## src/rtl/uart_pkg.sv

```systemverilog
// Shared UART definitions: byte width, FIFO/timeout defaults and the drain FSM encoding.
package uart_pkg;

    localparam int BYTE_W              = 8;
    localparam int DEFAULT_DEPTH       = 16;
    localparam int DEFAULT_ACK_TIMEOUT = 4095;

    typedef logic [BYTE_W-1:0] byte_t;

    // Drain FSM encoding, kept as plain constants so older blocks can share it
    localparam logic [1:0] ST_IDLE      = 2'd0;
    localparam logic [1:0] ST_STROBE    = 2'd1;
    localparam logic [1:0] ST_WAIT_ACK  = 2'd2;
    localparam logic [1:0] ST_WAIT_DONE = 2'd3;

endpackage

```

## src/rtl/uart_fifo_mem.sv

```systemverilog
// DEPTH x 8 byte storage with one write port and a registered, enable-gated read port.
module uart_fifo_mem
    import uart_pkg::*;
#(
    parameter int DEPTH = DEFAULT_DEPTH,
    localparam int AW   = $clog2(DEPTH)
) (
    input  logic          sys_clk,
    input  logic          rst,
    input  logic          wr_en,
    input  logic [AW-1:0] wr_addr,
    input  byte_t         wr_data,
    input  logic          rd_en,
    input  logic [AW-1:0] rd_addr,
    output byte_t         rd_data
);

    byte_t mem [DEPTH];

    always_ff @(posedge sys_clk) begin
        if (wr_en) begin
            mem[wr_addr] <= wr_data;
        end
    end

    // Read register only loads on a pop, so it doubles as the held tx byte
    always_ff @(posedge sys_clk or posedge rst) begin
        if (rst) begin
            rd_data <= '0;
        end else if (rd_en) begin
            rd_data <= mem[rd_addr];
        end
    end

endmodule

```

## src/rtl/uart_tx_fifo.sv

```systemverilog
// Byte FIFO in front of a UART transmitter: queues writes and drains them one frame at a time.
module uart_tx_fifo
    import uart_pkg::*;
#(
    parameter int DEPTH       = DEFAULT_DEPTH,
    parameter int ACK_TIMEOUT = DEFAULT_ACK_TIMEOUT
) (
    input  logic                   sys_clk,
    input  logic                   rst,
    input  logic                   wr_en,
    input  logic [BYTE_W-1:0]      wr_data,
    output logic                   full,
    output logic                   empty,
    output logic [$clog2(DEPTH):0] count,
    input  logic                   tx_busy,
    output logic                   tx_en,
    output logic [BYTE_W-1:0]      tx_data,
    output logic                   overflow,
    output logic                   ack_err,
    input  logic                   clr_err
);

    localparam int AW = $clog2(DEPTH);
    localparam int CW = AW + 1;
    localparam int TW = $clog2(ACK_TIMEOUT + 1);

    logic [AW-1:0] wr_ptr;
    logic [AW-1:0] rd_ptr;
    logic [CW-1:0] count_next;
    logic [1:0]    state;
    logic [1:0]    state_next;
    logic [TW-1:0] to_cnt;
    logic          pop;
    logic          push;
    logic          drop;
    logic          timeout;

    assign pop     = (state == ST_IDLE) && !empty && !tx_busy;
    assign push    = wr_en && (!full || pop);
    assign drop    = wr_en && full && !pop;
    assign timeout = (state == ST_WAIT_ACK) && !tx_busy && (to_cnt == TW'(ACK_TIMEOUT - 1));
    assign tx_en   = (state == ST_STROBE);

    uart_fifo_mem #(
        .DEPTH (DEPTH)
    ) u_mem (
        .sys_clk (sys_clk),
        .rst     (rst),
        .wr_en   (push),
        .wr_addr (wr_ptr),
        .wr_data (wr_data),
        .rd_en   (pop),
        .rd_addr (rd_ptr),
        .rd_data (tx_data)
    );

    always_comb begin
        count_next = count;
        if (push && !pop) begin
            count_next = count + 1'b1;
        end else if (pop && !push) begin
            count_next = count - 1'b1;
        end
    end

    // full/empty are registered from the next occupancy so they line up with count
    always_ff @(posedge sys_clk or posedge rst) begin
        if (rst) begin
            wr_ptr <= '0;
            rd_ptr <= '0;
            count  <= '0;
            full   <= 1'b0;
            empty  <= 1'b1;
        end else begin
            if (push) begin
                wr_ptr <= wr_ptr + 1'b1;
            end
            if (pop) begin
                rd_ptr <= rd_ptr + 1'b1;
            end
            count <= count_next;
            full  <= (count_next == CW'(DEPTH));
            empty <= (count_next == '0);
        end
    end

    always_comb begin
        state_next = state;
        case (state)
            ST_IDLE:      if (pop) state_next = ST_STROBE;
            ST_STROBE:    state_next = ST_WAIT_ACK;
            ST_WAIT_ACK:  if (tx_busy) state_next = ST_WAIT_DONE;
                          else if (timeout) state_next = ST_IDLE;
            ST_WAIT_DONE: if (!tx_busy) state_next = ST_IDLE;
            default:      state_next = ST_IDLE;
        endcase
    end

    always_ff @(posedge sys_clk or posedge rst) begin
        if (rst) begin
            state  <= ST_IDLE;
            to_cnt <= '0;
        end else begin
            state <= state_next;
            if (state == ST_STROBE || timeout) begin
                to_cnt <= '0;
            end else if (state == ST_WAIT_ACK && !tx_busy) begin
                to_cnt <= to_cnt + 1'b1;
            end
        end
    end

    // Sticky error flags; a new set event in the same cycle beats clr_err
    always_ff @(posedge sys_clk or posedge rst) begin
        if (rst) begin
            overflow <= 1'b0;
            ack_err  <= 1'b0;
        end else begin
            if (drop) begin
                overflow <= 1'b1;
            end else if (clr_err) begin
                overflow <= 1'b0;
            end
            if (timeout) begin
                ack_err <= 1'b1;
            end else if (clr_err) begin
                ack_err <= 1'b0;
            end
        end
    end

endmodule

```

## config.mk

```make
export PLATFORM = sky130hd
export DESIGN_NAME = uart_tx_fifo
export DESIGN_NICKNAME = d
export VERILOG_FILES = /design/src/rtl/uart_pkg.sv /design/src/rtl/uart_fifo_mem.sv /design/src/rtl/uart_tx_fifo.sv
export SDC_FILE = /design/constraint.sdc
export NUM_CORES = 1
export LEC_CHECK = 0
export CORE_UTILIZATION = 38
export DETAILED_ROUTE_END_ITERATION = 10
export PLACE_DENSITY = 0.62
export SLEW_MARGIN = 40
export SYNTH_ARGS = -nofsm -noshare
export SYNTH_HDL_FRONTEND = slang
export SYNTH_SLANG_ARGS = --single-unit
export TNS_END_PERCENT = 10
```

## constraint.sdc

```tcl
create_clock -name sys_clk -period 3.5 [get_ports sys_clk]
set_input_delay 0.35 -clock sys_clk [delete_from_list [all_inputs] [get_ports sys_clk]]
set_output_delay 0.35 -clock sys_clk [all_outputs]
set_load 0.01 [all_outputs]
```

==> flow_metrics.py, run 1 <==
metrics = {
    "floorplanning": {
        "io-pin-count": 31,
        "die_h_um": 137,
        "num_rows": 48,
        "core_um2": 17500,
        "initial_core_util_pct": 39.4,
        "fp.dieW_um": 137,
        "dieArea_um2": 18700,
    },
    "global_routing": {
        "track_usage_pct": 16.4,
        "grt_overflow_total": 0,
        "grt_antenna_before_repair": 0,
        "grt_max_degree": 34,
        "grt_pass1_wl_mm": 21.7,
        "grt_pass1_vias": 3746,
    },
    "clock_tree": {
        "clkSinkCount": 167,
        "clockBufferDepth": 2,
        "cts_tree": "yes",
        "postCtsHoldBufs": 0,
        "cts_buffers": 17,
        "cts_setup_buffers": 0,
        "clk_pin_slew_ns": 0.07,
        "htreeDepth": 4,
        "cts-root-buf": "clkbuf_16",
        "cts_resized": 0,
        "clkLatencyLatePin_ns": 0.42,
    },
    "synthesis": {
        "synthesis.instances": 419,
        "yosys.area.top_type": "edfxtp_1",
        "synthArstFlopShare_pct": 23.4,
        "synth-seq-cells": 167,
        "synth_area_um2": 6890,
        "yosys_warnings": 0,
        "synth_common_cells": "edfxtp_1, nor2_1, dfrtp_1",
        "ys_types": 44,
        "synth.net_count": 441,
        "synth_edf_count": 128,
        "avgSynthCellArea_um2": 16.4,
        "netlist.area_leader.share_pct": 55.8,
        "yosysSeqAreaShare_pct": 70.0,
        "yosysMostFrequentCell": "edfxtp_1",
        "synth_area_leaders": "edfxtp_1, dfrtp_1, mux4_2",
        "ys.flop_type": "edfxtp_1",
    },
    "power_and_ir_drop": {
        "max-vdd-ir-drop_uv": 401,
        "p_leak_nw": 2.85,
        "powerDensity_nw_per_um2": 773,
    },
    "critical_path": {
        "worstPathMaxFanout": 13,
        "crit_type": "flip-flop to flip-flop",
        "required_ns": 3.56,
        "setup.worst_path.start_class": "flip-flop",
        "crit_arrival_ns": 2.59,
        "end_kind": "flip-flop",
    },
    "drt": {
        "postRouteWirelength_mm": 13.8,
        "post_drt_wl_per_cell_um": 19.4,
        "drt_iter0_drc": 378,
        "antenna_left": 0,
        "via_count": 3724,
        "vias_per_cell": 5.24,
        "drc": 0,
        "dr.pass1.iters": 4,
    },
    "sta": {
        "rsz0062_at_grt": "no",
        "final_max_slew_viol_count": 0,
        "fmax_mhz": 394,
        "period_needed_ns": 2.54,
        "hold_ws_ns": 0.151,
        "worst_pin_slew_ns": 0.763,
        "fin_skew_ns": 0.00898,
        "post-route-period-util_pct": 72.4,
        "hold_viol": 0,
        "setup_viol": 0,
        "fin_setup_tns_ns": 0,
        "slew_headroom_pct": 49.1,
    },
    "status": {
        "status": "finished, final reports clean",
    },
    "place": {
        "placedCellCount": 679,
        "dp_hpwl_mm": 9.06,
        "place_area_um2": 7550,
        "io_buffers": 30,
        "place_congestion": 0.780,
    },
    "finish": {
        "drive_above_1_share_pct": 19.8,
        "final-instance-count-excl-fill": 711,
        "final_nets": 495,
        "post-route-util_pct": 46.4,
        "synthToLayoutAreaGrowth_pct": 17.8,
        "finalInstanceArea_um2": 8120,
        "num_antenna_cells": 0,
    },
    "worst_hold_path": {
        "hold_class": "input pin to async pin",
    },
    "flow_run": {
        "maxCapViolCount": 0,
    },
}
flip-flops by register name, indices dropped and copies added (netlist names):
register and count:
state 2, full 1, overflow 1, u_mem.rd_data 8, u_mem.mem 128, count 5
rd_ptr 4, empty 1, ack_err 1, to_cnt 12, wr_ptr 4
final timing paths:
check | slack (ns) | end | depth (start not counted) | start
worst min register to register | 0.53 | count[4]$_DFF_PP0_ | 1 | count[4]$_DFF_PP0_
worst max-delay path | 0.96 | u_mem.mem[5][7]$_DFFE_PP_ | 4 | state[0]$_DFFE_PP0P_
worst min-delay path | 0.15 | ack_err$_DFFE_PP0P_ | 2 | rst
max in group asynchronous | 2.60 | rd_ptr[0]$_DFFE_PP0P_ | 3 | rst
min in group sys_clk | 0.53 | count[4]$_DFF_PP0_ | 1 | count[4]$_DFF_PP0_
worst max register to register | 0.96 | u_mem.mem[5][7]$_DFFE_PP_ | 4 | state[0]$_DFFE_PP0P_
critical path, cell delays in order (launching register included):
cell and delay (ns):
dfrtp_1 0.50, or4_4 0.59, a21boi_2 0.38, nand2_1 0.19, nor2_1 0.51
per-layer routing:
layer / track usage, % / wire [µm] / up-vias
met2: 24.7 / 6350 / 118
met3: 4.07 / 891 / 11
met1: 23.3 / 6450 / 1882
met5: 0 / 0 / -
met4: 5.06 / 136 / 0
li1: - / - / 1713
stage by stage:
stage                     power, mW  worst slack (ns)
after floorplan                3.91             0.952
after global placement         4.53             0.655
after detailed placement       4.57             0.580
after CTS                      6.33             0.945
after global routing           6.62             0.812
final                          6.27             0.965
cell usage in the layout (no fill, tap or decap), types with 2 or more instances in the layout:
master and count:
and2_1 3, nand2_1 21, and3_1 3, buf_4 23, xor2_1 4, inv_6 6
nor2_1 40, ha_1 9, xnor2_1 13, clkbuf_16 17, nand3_1 6, or4_1 2
inv_1 13, nor2b_1 2, nand2b_1 5, mux4_2 32, edfxtp_1 128, clkinv_2 2
clkinv_8 2, a21oi_1 13, inv_8 2, dfrtp_1 37, o21ai_0 16, nor3_1 8
mux2i_1 15, nand4_1 6, nor4_1 5, clkdlybuf4s50_1 30
cell families after synthesis:
| logic type | Yosys count | share of synthesized area, % |
|---|---|---|
| AO/OA/AOI/OAI | 38 | 3.43 |
| XOR/XNOR | 18 | 2.40 |
| adder cells (fa/ha/maj) | 9 | 1.63 |
| buffers and inverters | 31 | 2.02 |
| flip-flops | 167 | 70.0 |
| multiplexers | 48 | 12.8 |
| AND/OR/NAND/NOR | 108 | 7.74 |
where the power goes:
part	switching (mW)	internal [mW]	leakage, nW	total, mW
combinational	0.829	0.879	0.921	1.71
clock	0.822	0.938	0.276	1.76
sequential	0.354	2.45	1.65	2.80
total	2.01	4.27	2.85	6.27
cell type report:
class                           instances  area (µm²)
Fill cell                            1489        9360
Sequential cell                       167        4820
Multi-Input combinational cell        221        1930
Timing Repair Buffer                   53         473
Clock buffer                           17         425
Tap cell                              225         282
Clock inverter                         15         138
Inverter                               13        48.8
Power figures use the tool's default switching activity.
==> run 2: changes to the inputs <==
- clock period: 3.5 -> 2.4 ns (I/O delays scaled with it)
==> flow_metrics.py, run 2 (synthesized netlist as in run 1, its figures left out) <==
metrics = {
    "drt": {
        "dr.pass1.iters": 6,
        "drc": 0,
        "postRouteWirelength_mm": 13.3,
        "vias_per_cell": 5.18,
        "post_drt_wl_per_cell_um": 18.5,
        "drt_iter0_drc": 211,
        "via_count": 3727,
        "antenna_left": 0,
    },
    "finish": {
        "num_antenna_cells": 0,
        "final_nets": 503,
        "drive_above_1_share_pct": 21.1,
        "largest_reg_flops": 128,
        "fillers": 1469,
        "layout.cells.most_common_list": "edfxtp_1, nor2_1, dfrtp_1, mux4_2",
        "final_common_cell": "edfxtp_1",
        "finalInstanceArea_um2": 8200,
        "regMostFlops": "u_mem.mem",
        "synthToLayoutAreaGrowth_pct": 19.1,
        "top_regs": "u_mem.mem x128, to_cnt x12, u_mem.rd_data x8",
    },
    "sta": {
        "hold_viol": 0,
        "fin_setup_tns_ns": 0,
        "setup_viol": 0,
        "slew_headroom_pct": 59.8,
        "fmax_mhz": 461,
        "worst_pin_slew_ns": 0.601,
        "post-route-period-util_pct": 90.4,
        "fin_skew_ns": 0.0224,
        "rsz0062_at_grt": "no",
        "period_needed_ns": 2.17,
        "final_max_slew_viol_count": 0,
        "layout_setup_ws_ns": 0.229,
    },
    "floorplanning": {
        "io-pin-count": 31,
        "fp.dieW_um": 137,
        "dieArea_um2": 18700,
        "die_h_um": 137,
        "num_rows": 48,
        "core_um2": 17500,
        "initial_core_util_pct": 39.4,
    },
    "place": {
        "place_area_um2": 7630,
        "pre_cts_ws_ns": 0.0395,
        "io_buffers": 30,
        "dp_hpwl_mm": 8.45,
        "place_congestion": 0.795,
    },
    "clock_tree": {
        "clockBufferDepth": 2,
        "clkSinkCount": 167,
        "cts_resized": 0,
        "clk_pin_slew_ns": 0.07,
        "clkLatencyLatePin_ns": 0.43,
        "postCtsHoldBufs": 0,
        "cts_buffers": 17,
        "cts_setup_buffers": 0,
        "htreeDepth": 4,
        "cts-root-buf": "clkbuf_16",
        "cts_tree": "yes",
    },
    "global_routing": {
        "grt_pass1_vias": 3866,
        "grt_max_degree": 40,
        "grt_overflow_total": 0,
        "grt_antenna_before_repair": 0,
        "grt_pass1_wl_mm": 21.4,
        "track_usage_pct": 16.0,
    },
    "power_and_ir_drop": {
        "powerDensity_nw_per_um2": 1120,
        "p_leak_nw": 2.90,
        "total_power_mw": 9.19,
        "max-vdd-ir-drop_uv": 618,
    },
    "critical_path": {
        "worstPathMaxFanout": 7,
        "crit_type": "flip-flop to flip-flop",
        "required_ns": 2.54,
        "r2r_cells": 5,
        "crit_arrival_ns": 2.31,
        "end_kind": "flip-flop",
        "setup.worst_path.start_class": "flip-flop",
    },
    "flow_run": {
        "maxCapViolCount": 0,
    },
    "status": {
        "status": "finished, final reports clean",
    },
    "worst_hold_path": {
        "hold_class": "input pin to async pin",
    },
}
==> run 2: worst max-delay path, cell delays in order, from the launching register on <==
cell      delay, ns
dfrtp_1        0.44
or4_4          0.57
a21boi_2       0.27
nand2_1        0.17
nor3_1         0.23
buf_4          0.21
==> run 2: layout make-up <==
type | instances | area, µm² | area share (%)
flip-flops and latches | 167 | 4820 | 58.8
multi-input cells | 221 | 1930 | 23.6
repair buffers | 61 | 546 | 6.65
clock buffers | 18 | 429 | 5.23
well taps | 225 | 282 | 3.43
clock inverters | 14 | 140 | 1.71
inverters | 13 | 48.8 | 0.595
==> run 2: report_power, final <==
| group | total (mW) | internal (mW) | leakage, nW | switching [mW] |
|---|---|---|---|---|
| combinational | 2.66 | 1.34 | 0.967 | 1.33 |
| clock | 2.62 | 1.46 | 0.280 | 1.16 |
| sequential | 3.91 | 3.57 | 1.65 | 0.341 |
| total | 9.19 | 6.37 | 2.90 | 2.83 |
==> run 2: per-layer routing <==
metal / vias to the layer above / part of all wire (%) / GRT usage, %
met1: 1908 / 47 / 21.1
met2: 88 / 47 / 25.0
li1: 1721 / - / -
met3: 10 / 4.8 / 4.93
met5: - / 0 / 0
met4: 0 / 1.0 / 5.19
==> run 2: path summary, 6_finish.rpt <==
check	startpoint	to	slack, ns
worst max-delay path	state[1]$_DFFE_PP0P_	u_mem.mem[1][1]$_DFFE_PP_	0.23
worst min-delay path	rst	ack_err$_DFFE_PP0P_	0.27
worst max register to register	state[1]$_DFFE_PP0P_	u_mem.mem[1][1]$_DFFE_PP_	0.23
worst min register to register	u_mem.rd_data[3]$_DFFE_PP0P_	u_mem.rd_data[3]$_DFFE_PP0P_	0.52
max in group asynchronous	rst	rd_ptr[0]$_DFFE_PP0P_	1.74
min in group sys_clk	clr_err	ack_err$_DFFE_PP0P_	0.45
==> run 2: through the flow <==
stage	util [%]	instances	hold WS, ns
after global routing	46.9	719	0.325
final	46.9	719	0.270
after CTS	46.9	719	0.282
after floorplan	-	419	0.339
after detailed placement	43.7	687	0.507
after global placement	43.7	687	0.509
